`config.mk`:
```
export PLATFORM = sky130hd
export DESIGN_NAME = cache_refill_controller_flat
export DESIGN_NICKNAME = d
export VERILOG_FILES = /design/src/rtl/cache_refill_controller_if.sv /design/src/rtl/cache_refill_controller.sv /design/src/flat_wrapper.sv
export SDC_FILE = /design/constraint.sdc
export NUM_CORES = 1
export LEC_CHECK = 0
export CAP_MARGIN = 40
export CORE_ASPECT_RATIO = 1.2
export CORE_MARGIN = 2
export CORE_UTILIZATION = 44
export CTS_CLUSTER_SIZE = 40
export DETAILED_ROUTE_END_ITERATION = 16
export PLACE_DENSITY = 0.95
export SLEW_MARGIN = 10
export SYNTH_ARGS = -nofsm -noshare
export SYNTH_HDL_FRONTEND = slang
export SYNTH_SLANG_ARGS = --single-unit
```
`constraint.sdc`:
```
create_clock -name clk_i -period 6.2 [get_ports clk_i]
set_input_delay 1.55 -clock clk_i [delete_from_list [all_inputs] [get_ports clk_i]]
set_output_delay 1.55 -clock clk_i [all_outputs]
set_load 0.005 [all_outputs]
```
`src/rtl/cache_refill_controller_if.sv`:
```
// Processor-request, tag-lookup and memory-word signals between the cache datapath and its refill controller.
// The slave modport is the controller; the master modport is the cache/memory side that drives it.
interface cache_refill_controller_if #(
  parameter int TAG_WIDTH    = 24,
  parameter int OFFSET_WIDTH = 5,
  parameter int WAYS         = 2
);
  localparam int WAY_W  = $clog2(WAYS);
  localparam int LINE_W = OFFSET_WIDTH - 2;

  logic                 en_i;
  logic                 write_en_i;
  logic [31:0]          addr_i;
  logic                 hit_i;
  logic [WAY_W-1:0]     hit_way_i;
  logic [WAYS-1:0]      valid_i;
  logic [WAYS-1:0]      dirty_i;
  logic [TAG_WIDTH-1:0] tag_victim_i;
  logic                 mem_ready_i;

  logic                 mem_req_o;
  logic                 mem_write_en_o;
  logic [31:0]          mem_addr_o;
  logic [WAY_W-1:0]     way_sel_o;
  logic [WAY_W-1:0]     victim_way_o;
  logic                 line_write_o;
  logic                 set_valid_o;
  logic                 set_dirty_o;
  logic [LINE_W-1:0]    offset_line_o;
  logic                 stall_o;

  modport master (
    output en_i, write_en_i, addr_i, hit_i, hit_way_i, valid_i, dirty_i, tag_victim_i, mem_ready_i,
    input  mem_req_o, mem_write_en_o, mem_addr_o, way_sel_o, victim_way_o, line_write_o,
           set_valid_o, set_dirty_o, offset_line_o, stall_o
  );

  modport slave (
    input  en_i, write_en_i, addr_i, hit_i, hit_way_i, valid_i, dirty_i, tag_victim_i, mem_ready_i,
    output mem_req_o, mem_write_en_o, mem_addr_o, way_sel_o, victim_way_o, line_write_o,
           set_valid_o, set_dirty_o, offset_line_o, stall_o
  );
endinterface

```
`src/rtl/cache_refill_controller.sv`:
```
// Set-associative cache miss handler: victim pick, optional dirty write-back, then line refill, one word per memory beat.
// Hits complete combinationally; misses stall the requester until the refill ends, and mem_ready_i=0 freezes all progress.
module cache_refill_controller #(
  parameter int TAG_WIDTH    = 24,
  parameter int SET_WIDTH    = 3,
  parameter int OFFSET_WIDTH = 5,
  parameter int WAYS         = 2
) (
  input logic                    clk_i,
  input logic                    rst_i,
  cache_refill_controller_if.slave bus
);
  localparam int WAY_W  = $clog2(WAYS);
  localparam int LINE_W = OFFSET_WIDTH - 2;
  localparam int NSETS  = 2 ** SET_WIDTH;

  typedef enum logic [1:0] {IDLE, WRITE_BACK, REFILL} state_t;

  state_t               state_q, state_d;
  logic [LINE_W-1:0]    cnt_q, cnt_d;
  logic [WAY_W-1:0]     victim_q;
  logic [TAG_WIDTH-1:0] victim_tag_q;
  logic                 victim_from_rr_q;
  logic [WAY_W-1:0]     rr_q [NSETS];

  logic [TAG_WIDTH-1:0] req_tag;
  logic [SET_WIDTH-1:0] req_set;
  logic [LINE_W-1:0]    req_word;
  logic [1:0]           unused_addr_bits;

  assign req_tag          = bus.addr_i[31 -: TAG_WIDTH];
  assign req_set          = bus.addr_i[31-TAG_WIDTH -: SET_WIDTH];
  assign req_word         = bus.addr_i[OFFSET_WIDTH-1:2];
  assign unused_addr_bits = bus.addr_i[1:0];

  // Lowest invalid way wins; the round-robin pointer only matters when the set is full.
  logic             inv_found;
  logic [WAY_W-1:0] inv_way;
  logic [WAY_W-1:0] victim_sel;

  always_comb begin
    inv_found = 1'b0;
    inv_way   = '0;
    for (int w = WAYS - 1; w >= 0; w--) begin
      if (!bus.valid_i[w]) begin
        inv_found = 1'b1;
        inv_way   = WAY_W'(w);
      end
    end
  end

  assign victim_sel = inv_found ? inv_way : rr_q[req_set];

  logic              latch_victim;
  logic              rr_adv;
  logic              mem_req, mem_we, line_write, set_valid, set_dirty, stall;
  logic [31:0]       mem_addr;
  logic [WAY_W-1:0]  way_sel, victim_way;
  logic [LINE_W-1:0] offset_line;

  always_ff @(posedge clk_i or posedge rst_i) begin
    if (rst_i) begin
      state_q          <= IDLE;
      cnt_q            <= '0;
      victim_q         <= '0;
      victim_tag_q     <= '0;
      victim_from_rr_q <= 1'b0;
      for (int s = 0; s < NSETS; s++) rr_q[s] <= '0;
    end else begin
      state_q <= state_d;
      cnt_q   <= cnt_d;
      if (latch_victim) begin
        victim_q         <= victim_sel;
        victim_tag_q     <= bus.tag_victim_i;
        victim_from_rr_q <= ~inv_found;
      end
      if (rr_adv) rr_q[req_set] <= rr_q[req_set] + 1'b1;
    end
  end

  always_comb begin
    state_d      = state_q;
    cnt_d        = cnt_q;
    latch_victim = 1'b0;
    rr_adv       = 1'b0;
    mem_req      = 1'b0;
    mem_we       = 1'b0;
    mem_addr     = {req_tag, req_set, cnt_q, 2'b00};
    way_sel      = victim_q;
    victim_way   = victim_q;
    line_write   = 1'b0;
    set_valid    = 1'b0;
    set_dirty    = 1'b0;
    offset_line  = cnt_q;
    stall        = 1'b0;

    case (state_q)
      IDLE: begin
        victim_way  = victim_sel;
        way_sel     = victim_sel;
        offset_line = req_word;
        if (bus.en_i) begin
          if (bus.hit_i) begin
            way_sel    = bus.hit_way_i;
            line_write = bus.write_en_i;
            set_dirty  = bus.write_en_i;
            set_valid  = bus.write_en_i;
          end else begin
            stall        = 1'b1;
            latch_victim = 1'b1;
            cnt_d        = '0;
            state_d      = (bus.dirty_i[victim_sel] && bus.valid_i[victim_sel]) ? WRITE_BACK : REFILL;
          end
        end
      end
      WRITE_BACK: begin
        mem_req  = 1'b1;
        mem_we   = 1'b1;
        mem_addr = {victim_tag_q, req_set, cnt_q, 2'b00};
        stall    = 1'b1;
        if (bus.mem_ready_i) begin
          cnt_d = cnt_q + 1'b1;
          if (cnt_q == '1) begin
            cnt_d   = '0;
            state_d = REFILL;
          end
        end
      end
      REFILL: begin
        mem_req    = 1'b1;
        stall      = 1'b1;
        line_write = bus.mem_ready_i;
        if (bus.mem_ready_i) begin
          cnt_d = cnt_q + 1'b1;
          if (cnt_q == '1) begin
            cnt_d     = '0;
            set_valid = 1'b1;
            rr_adv    = victim_from_rr_q;
            state_d   = IDLE;
          end
        end
      end
      default: state_d = IDLE;
    endcase

    // Reset quiets the memory and array strobes immediately, not just from the next edge.
    if (rst_i) begin
      mem_req    = 1'b0;
      mem_we     = 1'b0;
      line_write = 1'b0;
      set_valid  = 1'b0;
      set_dirty  = 1'b0;
      stall      = 1'b0;
    end
  end

  assign bus.mem_req_o      = mem_req;
  assign bus.mem_write_en_o = mem_we;
  assign bus.mem_addr_o     = mem_addr;
  assign bus.way_sel_o      = way_sel;
  assign bus.victim_way_o   = victim_way;
  assign bus.line_write_o   = line_write;
  assign bus.set_valid_o    = set_valid;
  assign bus.set_dirty_o    = set_dirty;
  assign bus.offset_line_o  = offset_line;
  assign bus.stall_o        = stall;
endmodule

```
`src/flat_wrapper.sv`:
```
// flat-port wrapper written by rule: the top's interface ports become plain ports
module cache_refill_controller_flat 
#(
  parameter int TAG_WIDTH    = 24,
  parameter int SET_WIDTH    = 3,
  parameter int OFFSET_WIDTH = 5,
  parameter int WAYS         = 2
)
  (clk_i, rst_i, bus_en_i, bus_write_en_i, bus_addr_i, bus_hit_i, bus_hit_way_i, bus_valid_i, bus_dirty_i, bus_tag_victim_i, bus_mem_ready_i, bus_mem_req_o, bus_mem_write_en_o, bus_mem_addr_o, bus_way_sel_o, bus_victim_way_o, bus_line_write_o, bus_set_valid_o, bus_set_dirty_o, bus_offset_line_o, bus_stall_o);
  cache_refill_controller_if #(.TAG_WIDTH(TAG_WIDTH), .OFFSET_WIDTH(OFFSET_WIDTH), .WAYS(WAYS)) bus_i ();
  input logic clk_i;
  input logic rst_i;
  input wire logic [$bits(bus_i.en_i)-1:0] bus_en_i;
  input wire logic [$bits(bus_i.write_en_i)-1:0] bus_write_en_i;
  input wire logic [$bits(bus_i.addr_i)-1:0] bus_addr_i;
  input wire logic [$bits(bus_i.hit_i)-1:0] bus_hit_i;
  input wire logic [$bits(bus_i.hit_way_i)-1:0] bus_hit_way_i;
  input wire logic [$bits(bus_i.valid_i)-1:0] bus_valid_i;
  input wire logic [$bits(bus_i.dirty_i)-1:0] bus_dirty_i;
  input wire logic [$bits(bus_i.tag_victim_i)-1:0] bus_tag_victim_i;
  input wire logic [$bits(bus_i.mem_ready_i)-1:0] bus_mem_ready_i;
  output wire logic [$bits(bus_i.mem_req_o)-1:0] bus_mem_req_o;
  output wire logic [$bits(bus_i.mem_write_en_o)-1:0] bus_mem_write_en_o;
  output wire logic [$bits(bus_i.mem_addr_o)-1:0] bus_mem_addr_o;
  output wire logic [$bits(bus_i.way_sel_o)-1:0] bus_way_sel_o;
  output wire logic [$bits(bus_i.victim_way_o)-1:0] bus_victim_way_o;
  output wire logic [$bits(bus_i.line_write_o)-1:0] bus_line_write_o;
  output wire logic [$bits(bus_i.set_valid_o)-1:0] bus_set_valid_o;
  output wire logic [$bits(bus_i.set_dirty_o)-1:0] bus_set_dirty_o;
  output wire logic [$bits(bus_i.offset_line_o)-1:0] bus_offset_line_o;
  output wire logic [$bits(bus_i.stall_o)-1:0] bus_stall_o;
  assign bus_i.en_i = bus_en_i;
  assign bus_i.write_en_i = bus_write_en_i;
  assign bus_i.addr_i = bus_addr_i;
  assign bus_i.hit_i = bus_hit_i;
  assign bus_i.hit_way_i = bus_hit_way_i;
  assign bus_i.valid_i = bus_valid_i;
  assign bus_i.dirty_i = bus_dirty_i;
  assign bus_i.tag_victim_i = bus_tag_victim_i;
  assign bus_i.mem_ready_i = bus_mem_ready_i;
  assign bus_mem_req_o = bus_i.mem_req_o;
  assign bus_mem_write_en_o = bus_i.mem_write_en_o;
  assign bus_mem_addr_o = bus_i.mem_addr_o;
  assign bus_way_sel_o = bus_i.way_sel_o;
  assign bus_victim_way_o = bus_i.victim_way_o;
  assign bus_line_write_o = bus_i.line_write_o;
  assign bus_set_valid_o = bus_i.set_valid_o;
  assign bus_set_dirty_o = bus_i.set_dirty_o;
  assign bus_offset_line_o = bus_i.offset_line_o;
  assign bus_stall_o = bus_i.stall_o;
  cache_refill_controller #(.TAG_WIDTH(TAG_WIDTH), .SET_WIDTH(SET_WIDTH), .OFFSET_WIDTH(OFFSET_WIDTH), .WAYS(WAYS)) u_core (.clk_i(clk_i), .rst_i(rst_i), .bus(bus_i));
endmodule
```
* After elaboration in Yosys (flattened, before gate mapping)
Index checks and enable logic that the tools add are counted.
** Storage, ports and cells
- Flip-flop bits (word level) :: 39
- Input bits :: 67
- Output and inout port bits :: 43
- Word-level logic and storage cells :: 92
** Cells by class
- $add $sub $neg :: 2
- Magnitude comparators :: 3
- Equality and inequality tests :: 10
- Mux-type cells :: 55
- Bitwise gates (word level) :: 2
- Reductions and logical operators :: 7
** Operators by type and width (number)
- 1-bit two-way mux :: 34
- 32-bit two-way mux :: 1
- 3-bit two-way mux :: 5
- 2-bit two-way mux :: 7
- 8-bit bitwise mux :: 1
- 2-bit inequality test (second input constant) :: 4
- 2-bit by 1-bit inequality test with 1-bit output (second input constant) :: 3
- 1-bit one-hot mux with 2 select lines :: 3
- 2-bit one-hot mux with 3 select lines :: 1
- 3-bit one-hot mux with 2 select lines :: 1
- 6-bit AND reduction :: 1
- 4-bit greater-or-equal comparator (second input constant) :: 1
- 4-bit by 1-bit less-than comparator with 1-bit output (second input constant) :: 1
- 3-bit NOT with 4-bit output :: 1
- 4-bit AND reduction :: 1
- 3-bit by 1-bit adder with 3-bit output (second input constant) :: 1
- 1-bit binary-select mux with 3-bit select :: 1
- 1-bit demux with 3-bit select :: 1
- 3-bit equality test (second input constant) :: 1
- 2-bit by 1-bit equality test with 1-bit output (second input constant) :: 1
- 2-bit equality test (second input constant) :: 1
- 1-bit logical AND :: 2
- 2-bit zero test :: 1
- 1-bit by 2-bit less-than comparator with 1-bit output (second input constant) :: 1
- other kinds (4) :: 4

* Depth between registers and ports, before layout
Gate-level depths: netlist (run 1).
- Depth after elaboration :: 12
- Depth in mapped cells :: 8
- Gate-level depth less buffers :: 6

* Worst setup path after synthesis (run 1)
No wires, ideal clock.
- Path type :: input port to output port
- Start :: in rst_i
- End :: out bus_set_valid_o
- Data arrival time :: 2810 ps
- Required time :: 4650 ps
- Setup slack :: 1840 ps
- Cell stages on the path :: 4
- Buffers on the path :: 0
- Cells stage by stage :: inv_1 nand3_1 inv_1 a21o_1
** On the way
- Longest elaborated chain between the ends :: 1
** RTL lines
- from (decl) :: line flat_wrapper.sv:12 : input logic rst_i;
- 1-bit two-way mux :: line cache_refill_controller.sv:147 : if (rst_i) begin
- to (decl) :: line flat_wrapper.sv:28 : output wire logic [$bits(bus_i.set_valid_o)-1:0] bus_set_valid_o;
Every way passes these cells.

* Worst setup path after layout (run 1)
- Start :: in bus_addr_i[5]
- End :: out bus_victim_way_o
** On the way
- Longest elaborated chain between the ends :: 6
** RTL lines
- from (decl) :: line flat_wrapper.sv:15 : input wire logic [$bits(bus_i.addr_i)-1:0] bus_addr_i;
- 3-bit NOT with 4-bit output (implied by the code) :: line cache_refill_controller.sv:52 : assign victim_sel = inv_found ? inv_way : rr_q[req_set];
- 1-bit binary-select mux with 3-bit select :: line cache_refill_controller.sv:52
- 1-bit two-way mux (implied by the code) (2 in series) :: line cache_refill_controller.sv:52
- 1-bit two-way mux :: line cache_refill_controller.sv:52
- 1-bit two-way mux :: line cache_refill_controller.sv:97 : case (state_q)
- to (decl) :: line flat_wrapper.sv:26 : output wire logic [$bits(bus_i.victim_way_o)-1:0] bus_victim_way_o;
Every way passes these cells. The select of a mux whose other input is x is not followed.

==> impl_results.md, run 1 <==
- RSZ-0062 raised after global routing: false
- Synth area leaders: dfrtp_1 (44%), mux2_2 (17%), nand2_1 (14%)
- Clk slew on worst S/H paths: 70 ps
- Initial DRC Count: 62
- Most instantiated cells after synthesis: nand2_1 (83), dfrtp_1 (39), mux2_2 (34)
- HPWL Detailed: 4360 um
- Post-CTS Hold Fix Bufs: 0
- Routed WL: 5870 um
- Clk_lat worst skew: 290 ps
- CTS buffer count: 5
- Maximum clock frequency: 0.183 GHz
- Period utilisation layout: 88.2%
- Final hold vios: 0
- Crit. End Element: output pin
- R2R cell count: 6
- Hold/Removal Path Class: reg -> reg
- Die Wd: 68.8 um
- CTS sink cnt: 39
- TritonCTS clock tree: yes
- PwrDens: 281 nW/um2
- Post-synth EDFFs: 0
- Area Overhead vs Synth: 53.7%
- Hold Path Stages: 2
- Crit path time final: 5470 ps
- Prevailing post-synth register cell: dfrtp_1
- Root buf cell: clkbuf_8
- Reg2reg end: u_core.victim_q
- Seq/Total Area, Yosys: 44.0%
- Post-DRT Antenna Nets: 0
- H-tree levels: 2
- Core Area: 4900 um2
- Cell row count: 28
- DR vias/cell: 5.09
- # IOs: 110
- Total grt overflow: 0
- Crit start category: input pin
- Slowest-stage cell, CP: clkdlybuf4s50_1
- Ys async rst share: 100%
- Placer Congestion: 0.744
- Mapped cell area: 2220 um2
- Syn Inst Count: 238
- Placed insts: 390
- Synth Area per Inst: 9.31 um2
- Total GRT Usage: 21.7%
- Endpoint, Worst Hold: u_core.victim_tag_q[1]
- Cell mode on critical path: clkdlybuf4s50_1
- Post-route insts no fill: 398
- FF-to-FF Start: u_core.state_q[0]
- Final Skew: 3.43 ps
- Hold_ws: 471 ps
- DRC viols: 0
- Drt first pass iters: 4
- Min-delay src: u_core.victim_tag_q[1]
- Clock buffer depth: 2
- Critical-path cell list: clkdlybuf4s50_1 -> mux4_2 -> mux2i_4 -> a21boi_1 -> mux2_2 -> clkdlybuf4s50_1
- Setup CP Type: in -> out
- Largest net degree at the start of global routing: 40
- Die area: 5620 um2
- Final instance area: 3410 um2
- Peak supply drop: 0.000159 V
- CP required: 4650 ps
- Flop2flop setup slack: 4100 ps
- CP max FO: 10
- Largest area contributor in the netlist: dfrtp_1
- Most frequent cell after synthesis: nand2_1
- Wire per inst: 14.8 um
- Initial core utilization: 45.2%
- Setup bufs post-CTS: 0
- Synth top area share: 44.0%
- Die Y-Extent: 81.7 um
- Area after DPL: 3290 um2
- Max cap viols: 0
- First-pass GRT wire length: 9050 um
- Max-slew headroom: 66.0%
- Filler cells: 400
- Final #Nets: 410
- Flops & latches, synth: 39
- Critical path's top delay family: multiplexers
- Initial antenna violation count: 0
- Pleak: 1.57 nW
- Critical path arrival: 3920 ps
- Post-CTS Resized: 0
- Layout cell share with drive strength beyond 1: 14.8%
- Vias: 2,026
- Library cells used by synthesis: 30
- # diodes: 0
- # setup viols final: 0
- Crit-path max cell delay: 600 ps
- Worst-margin pin slew: 510 ps
- Vias in the first global route: 2,089
- Syn. warnings: 0
- Critical path buffers and inverters: 2
- Outcome: finished clean
- Port bufs: 105
- Final TNS setup: 0 ps
- Final slew viol count: 0
sequential cells by signal, indices dropped and copies added (netlist names):
| register | count |
|---|---|
| u_core.cnt_q | 3 |
| u_core.rr_q | 8 |
| u_core.state_q | 2 |
| u_core.victim_from_rr_q | 1 |
| u_core.victim_q | 1 |
| u_core.victim_tag_q | 24 |
layer usage:
layer,part of all wire [%],wire length (um),GRT usage [%],vias up
met5,0,0,0,-
met4,1.5,88,7.06,0
met3,6.6,387,5.62,10
met2,54,3200,41.9,76
met1,37,2200,22.0,965
li1,-,-,-,975
cell type report:
cell class / count / area [um2] / area share, %
tap: 60 / 75.1 / 2.20
multi-input combinational: 175 / 1130 / 33.3
sequential: 39 / 976 / 28.7
timing repair buffer: 108 / 1070 / 31.5
inverter: 8 / 30.0 / 0.882
clock inverter: 2 / 35.0 / 1.03
clock buffer: 6 / 82.6 / 2.42
cells by family (layout without fill, tap and decap cells):
| group | count (synthesis) | in the layout | synth area share [%] |
|---|---|---|---|
| fa+ha+maj | 6 | 6 | 3.39 |
| buf+inv | 25 | 124 | 5.08 |
| simple gates | 111 | 111 | 21.0 |
| compound gates | 16 | 16 | 4.63 |
| flops | 39 | 39 | 44.0 |
| mux | 40 | 40 | 21.7 |
| other cells | 1 | 2 | 0.169 |
power by group:
group | total [mW] | internal (mW) | switching [mW] | leakage (nW)
Sequential | 0.385 | 0.336 | 0.0491 | 0.503
Clock | 0.219 | 0.130 | 0.0884 | 0.0612
Combinational | 0.352 | 0.193 | 0.159 | 1.01
Total | 0.956 | 0.659 | 0.296 | 1.57
worst max-delay path by stage:
stage | from | end | slack (ps) | cells past startpoint
2_1_floorplan | rst_i | bus_set_valid_o | 1840 | 4
3_3_place_gp | bus_addr_i[5] | bus_victim_way_o | 810 | 6
3_5_place_dp | bus_addr_i[5] | bus_victim_way_o | 730 | 6
4_1_cts | bus_addr_i[5] | bus_victim_way_o | 720 | 6
5_1_grt | bus_addr_i[5] | bus_victim_way_o | 630 | 6
6_report | bus_addr_i[5] | bus_victim_way_o | 730 | 6
tightest hold or removal path, cell delays in order (launching register included):
cell and delay, ps:
dfrtp_1 340, nand2_1 50, nand2_1 50
placed cells by master, fill, tap and decap left out, types with 2 or more instances in the layout:
cell / synthesis / routed
mux4_2: 2 / 2
clkbuf_8: 0 / 6
nand3_1: 8 / 8
and3_1: 3 / 3
o21ai_0: 7 / 7
nor2b_1: 2 / 2
mux2i_1: 3 / 3
nor3b_1: 2 / 2
nand3b_1: 3 / 3
dfrtp_1: 39 / 39
mux2_2: 34 / 34
buf_4: 5 / 3
nor2_1: 6 / 5
nor3_1: 2 / 2
ha_1: 6 / 6
clkdlybuf4s50_1: 0 / 105
a31o_1: 2 / 2
nand2_1: 83 / 83
conb_1: 1 / 2
inv_1: 8 / 8
through the flow:
stage | setup WS, ps | total power [mW] | util (%)
floorplan | 1840 | 0.565 | -
global placement | 809 | 0.719 | 67.0
detailed placement | 733 | 0.742 | 67.0
CTS | 724 | 0.964 | 69.4
global route | 627 | 1.02 | 69.4
finish | 732 | 0.956 | 69.4
Note: power is estimated with default switching activity, not from simulation.
==> inputs of run 2 (changes only) <==
--- a/config.mk
+++ b/config.mk
@@ -12,7 +12,7 @@
 export CTS_CLUSTER_SIZE = 40
 export DETAILED_ROUTE_END_ITERATION = 16
 export PLACE_DENSITY = 0.95
-export SLEW_MARGIN = 10
+export SLEW_MARGIN = 20
 export SYNTH_ARGS = -nofsm -noshare
 export SYNTH_HDL_FRONTEND = slang
 export SYNTH_SLANG_ARGS = --single-unit
==> results of run 2 <==
Final layout, timing and power as in run 1 (identical DEF).
==> inputs of run 3 (changes only) <==
--- a/config.mk
+++ b/config.mk
@@ -6,9 +6,11 @@
 export NUM_CORES = 1
 export LEC_CHECK = 0
 export CAP_MARGIN = 40
+export CELL_PAD_IN_SITES_DETAIL_PLACEMENT = 2
+export CELL_PAD_IN_SITES_GLOBAL_PLACEMENT = 2
 export CORE_ASPECT_RATIO = 1.2
 export CORE_MARGIN = 2
-export CORE_UTILIZATION = 44
+export CORE_UTILIZATION = 24
 export CTS_CLUSTER_SIZE = 40
 export DETAILED_ROUTE_END_ITERATION = 16
 export PLACE_DENSITY = 0.95
==> run 3 against run 2 <==
Via count is 1.8% higher. Largest power group unchanged. Design area is 1.1% higher. Register-to-register slack better by 40 ps. Clock power is 23% lower. Die area up 78%. Largest cell class unchanged. Combinational power about the same. Count of clock-buffer cells in the layout rose by 1. Critical path type unchanged. Hold slack improved by 4.0 ps.
==> impl_results.md, run 3 (synthesis gave the netlist of run 1 again) <==
- Clk slew on worst S/H paths: 70 ps (about the same)
- Filler cells: 1,018 (+150%)
- CTS sink cnt: 39 (unchanged)
- TritonCTS clock tree: yes
- Biggest regs: u_core.victim_tag_q x24, u_core.rr_q x8, u_core.cnt_q x3
- Port bufs: 105 (unchanged)
- Hold/Removal Path Class: reg -> reg
- Final #Nets: 410 (unchanged)
- Largest net degree at the start of global routing: 29 (-28%)
- Max-slew headroom: 65.5% (-0.43 points)
- Die Y-Extent: 109 um (+34%)
- CTS buffer count: 5 (unchanged)
- Crit. End Element: output pin
- Slowest-stage cell, CP: clkdlybuf4s50_1
- Initial core utilization: 24.5% (-21 points)
- Critical-path cell list: clkdlybuf4s50_1 -> mux4_2 -> mux2i_4 -> a21boi_1 -> mux2_2 -> clkdlybuf4s50_1
- Clk_lat worst skew: 290 ps (about the same)
- Outcome: finished clean
- Reg with most FFs: u_core.victim_tag_q
- Die area: 10,000 um2 (+78%)
- Crit start category: input pin
- Vias in the first global route: 2,309 (+11%)
- # setup viols final: 0 (unchanged)
- Post-CTS Hold Fix Bufs: 0 (unchanged)
- Root buf cell: clkbuf_8
- Final hold vios: 0 (unchanged)
- Setup bufs post-CTS: 0 (unchanged)
- Post-layout util: 38.1% (-31 points)
- Area Overhead vs Synth: 55.4%
- Core Area: 9030 um2 (+84%)
- Critical path arrival: 3950 ps (+30 ps)
- Initial DRC Count: 28 (-55%)
- Wire per inst: 14.9 um (+0.99%)
- Max cap viols: 0 (unchanged)
- Placer Congestion: 0.742 (-0.20%)
- Largest register FFs: 24 (unchanged)
- Vias: 2,062 (+1.8%)
- Peak supply drop: 0.0000949 V (-40%)
- Final Skew: 7.77 ps (+4.35 ps)
- Pleak: 1.55 nW (-1.3%)
- Final TNS setup: 0 ps (unchanged)
- Maximum clock frequency: 0.182 GHz (-0.64%)
- Initial antenna violation count: 0 (unchanged)
- Die Wd: 91.7 um (+33%)
- Most frequent cells in the layout: clkdlybuf4s50_1 (105), nand2_1 (83), dfrtp_1 (39), mux2_2 (34), nand3_1 (8)
- Final worst slack: 696 ps (-35.4 ps)
- PwrDens: 263 nW/um2 (-6.2%)
- Post-CTS Resized: 0 (unchanged)
- Tot Pwr: 0.907 mW (-5.1%)
- DRC viols: 0 (unchanged)
- Setup CP Type: in -> out
- Routed WL: 6820 um (+16%)
- Total GRT Usage: 14.4% (-7.4 points)
- Cell mode on critical path: clkdlybuf4s50_1
- Worst slack at placement: 669 ps (-63.8 ps)
- H-tree levels: 2 (unchanged)
- Post-DRT Antenna Nets: 0 (unchanged)
- # diodes: 0 (unchanged)
- DR vias/cell: 4.50 (-12%)
- Commonest non-fill, non-tap cell in the layout: clkdlybuf4s50_1
- Final slew viol count: 0 (unchanged)
- CP max FO: 10 (unchanged)
- Total grt overflow: 0 (unchanged)
- Crit-path max cell delay: 610 ps (about the same)
- Hold_ws: 475 ps (+3.95 ps)
- Crit path time final: 5500 ps (+35.4 ps)
- First-pass GRT wire length: 11,400 um (+26%)
- Worst-margin pin slew: 517 ps (+6.38 ps)
- RSZ-0062 raised after global routing: false
- Layout cell share with drive strength beyond 1: 14.5% (-0.30 points)
- Period utilisation layout: 88.8% (+0.57 points)
- CP required: 4650 ps (about the same)
- Clock buffer depth: 2 (unchanged)
- HPWL Detailed: 5380 um (+23%)
- Cell row count: 38 (+36%)
- Drt first pass iters: 4 (unchanged)
- # IOs: 110 (unchanged)
==> run 3: cell types whose count changed in the layout (fill, tap and decap cells not counted), sizes merged <==
cell and delta:
bufinv -1, clkbuf +1
==> run 3: worst max-delay path, delay by kind of cell <==
family                 cells  cell delay [ps]
AO/OA/AOI/OAI              1              170
buffers and inverters      2             1060
multiplexers               3             1170
==> run 3: power by group <==
group	switching (mW)	internal (mW)
sequential	0.0497	0.336
clock	0.0891	0.0791
combinational	0.160	0.193
==> run 3: metrics by stage <==
stage,std cells,area [um2]
after floorplan,239,2220
after global placement,450,3360
after detailed placement,450,3360
after CTS,458,3440
after global routing,458,3440
final,458,3440
==> run 3: path summary, 6_finish.rpt <==
| check | start | endpoint | slack (ps) | cells past startpoint |
|---|---|---|---|---|
| hold reg to reg | u_core.victim_tag_q[20] | u_core.victim_tag_q[20] | 480 | 2 |
| max in group asynchronous | rst_i | u_core.victim_tag_q[23] | 3840 | 3 |
| setup / recovery | bus_addr_i[5] | bus_victim_way_o | 700 | 6 |
| setup reg to reg | u_core.state_q[0] | u_core.victim_q | 4140 | 6 |
| hold / removal | u_core.victim_tag_q[20] | u_core.victim_tag_q[20] | 480 | 2 |
| min in group asynchronous | rst_i | u_core.victim_tag_q[1] | 1700 | 2 |
==> run 3: cell type report <==
class	count	area (um2)	share of cell area (%)
Clock buffer	7	76.3	2.22
Clock inverter	1	5.00	0.145
Inverter	8	30.0	0.872
Multi-Input combinational cell	175	1130	32.9
Sequential cell	39	976	28.3
Tap cell	120	150	4.36
Timing Repair Buffer	108	1070	31.2
==> run 3: metal layers <==
metal / global-route usage, % / vias up / wire length [um]
met5: 0 / - / 0
met1: 16.2 / 1011 / 2660
met2: 26.7 / 75 / 3690
met3: 4.28 / 4 / 426
li1: - / 972 / -
met4: 3.41 / 0 / 45
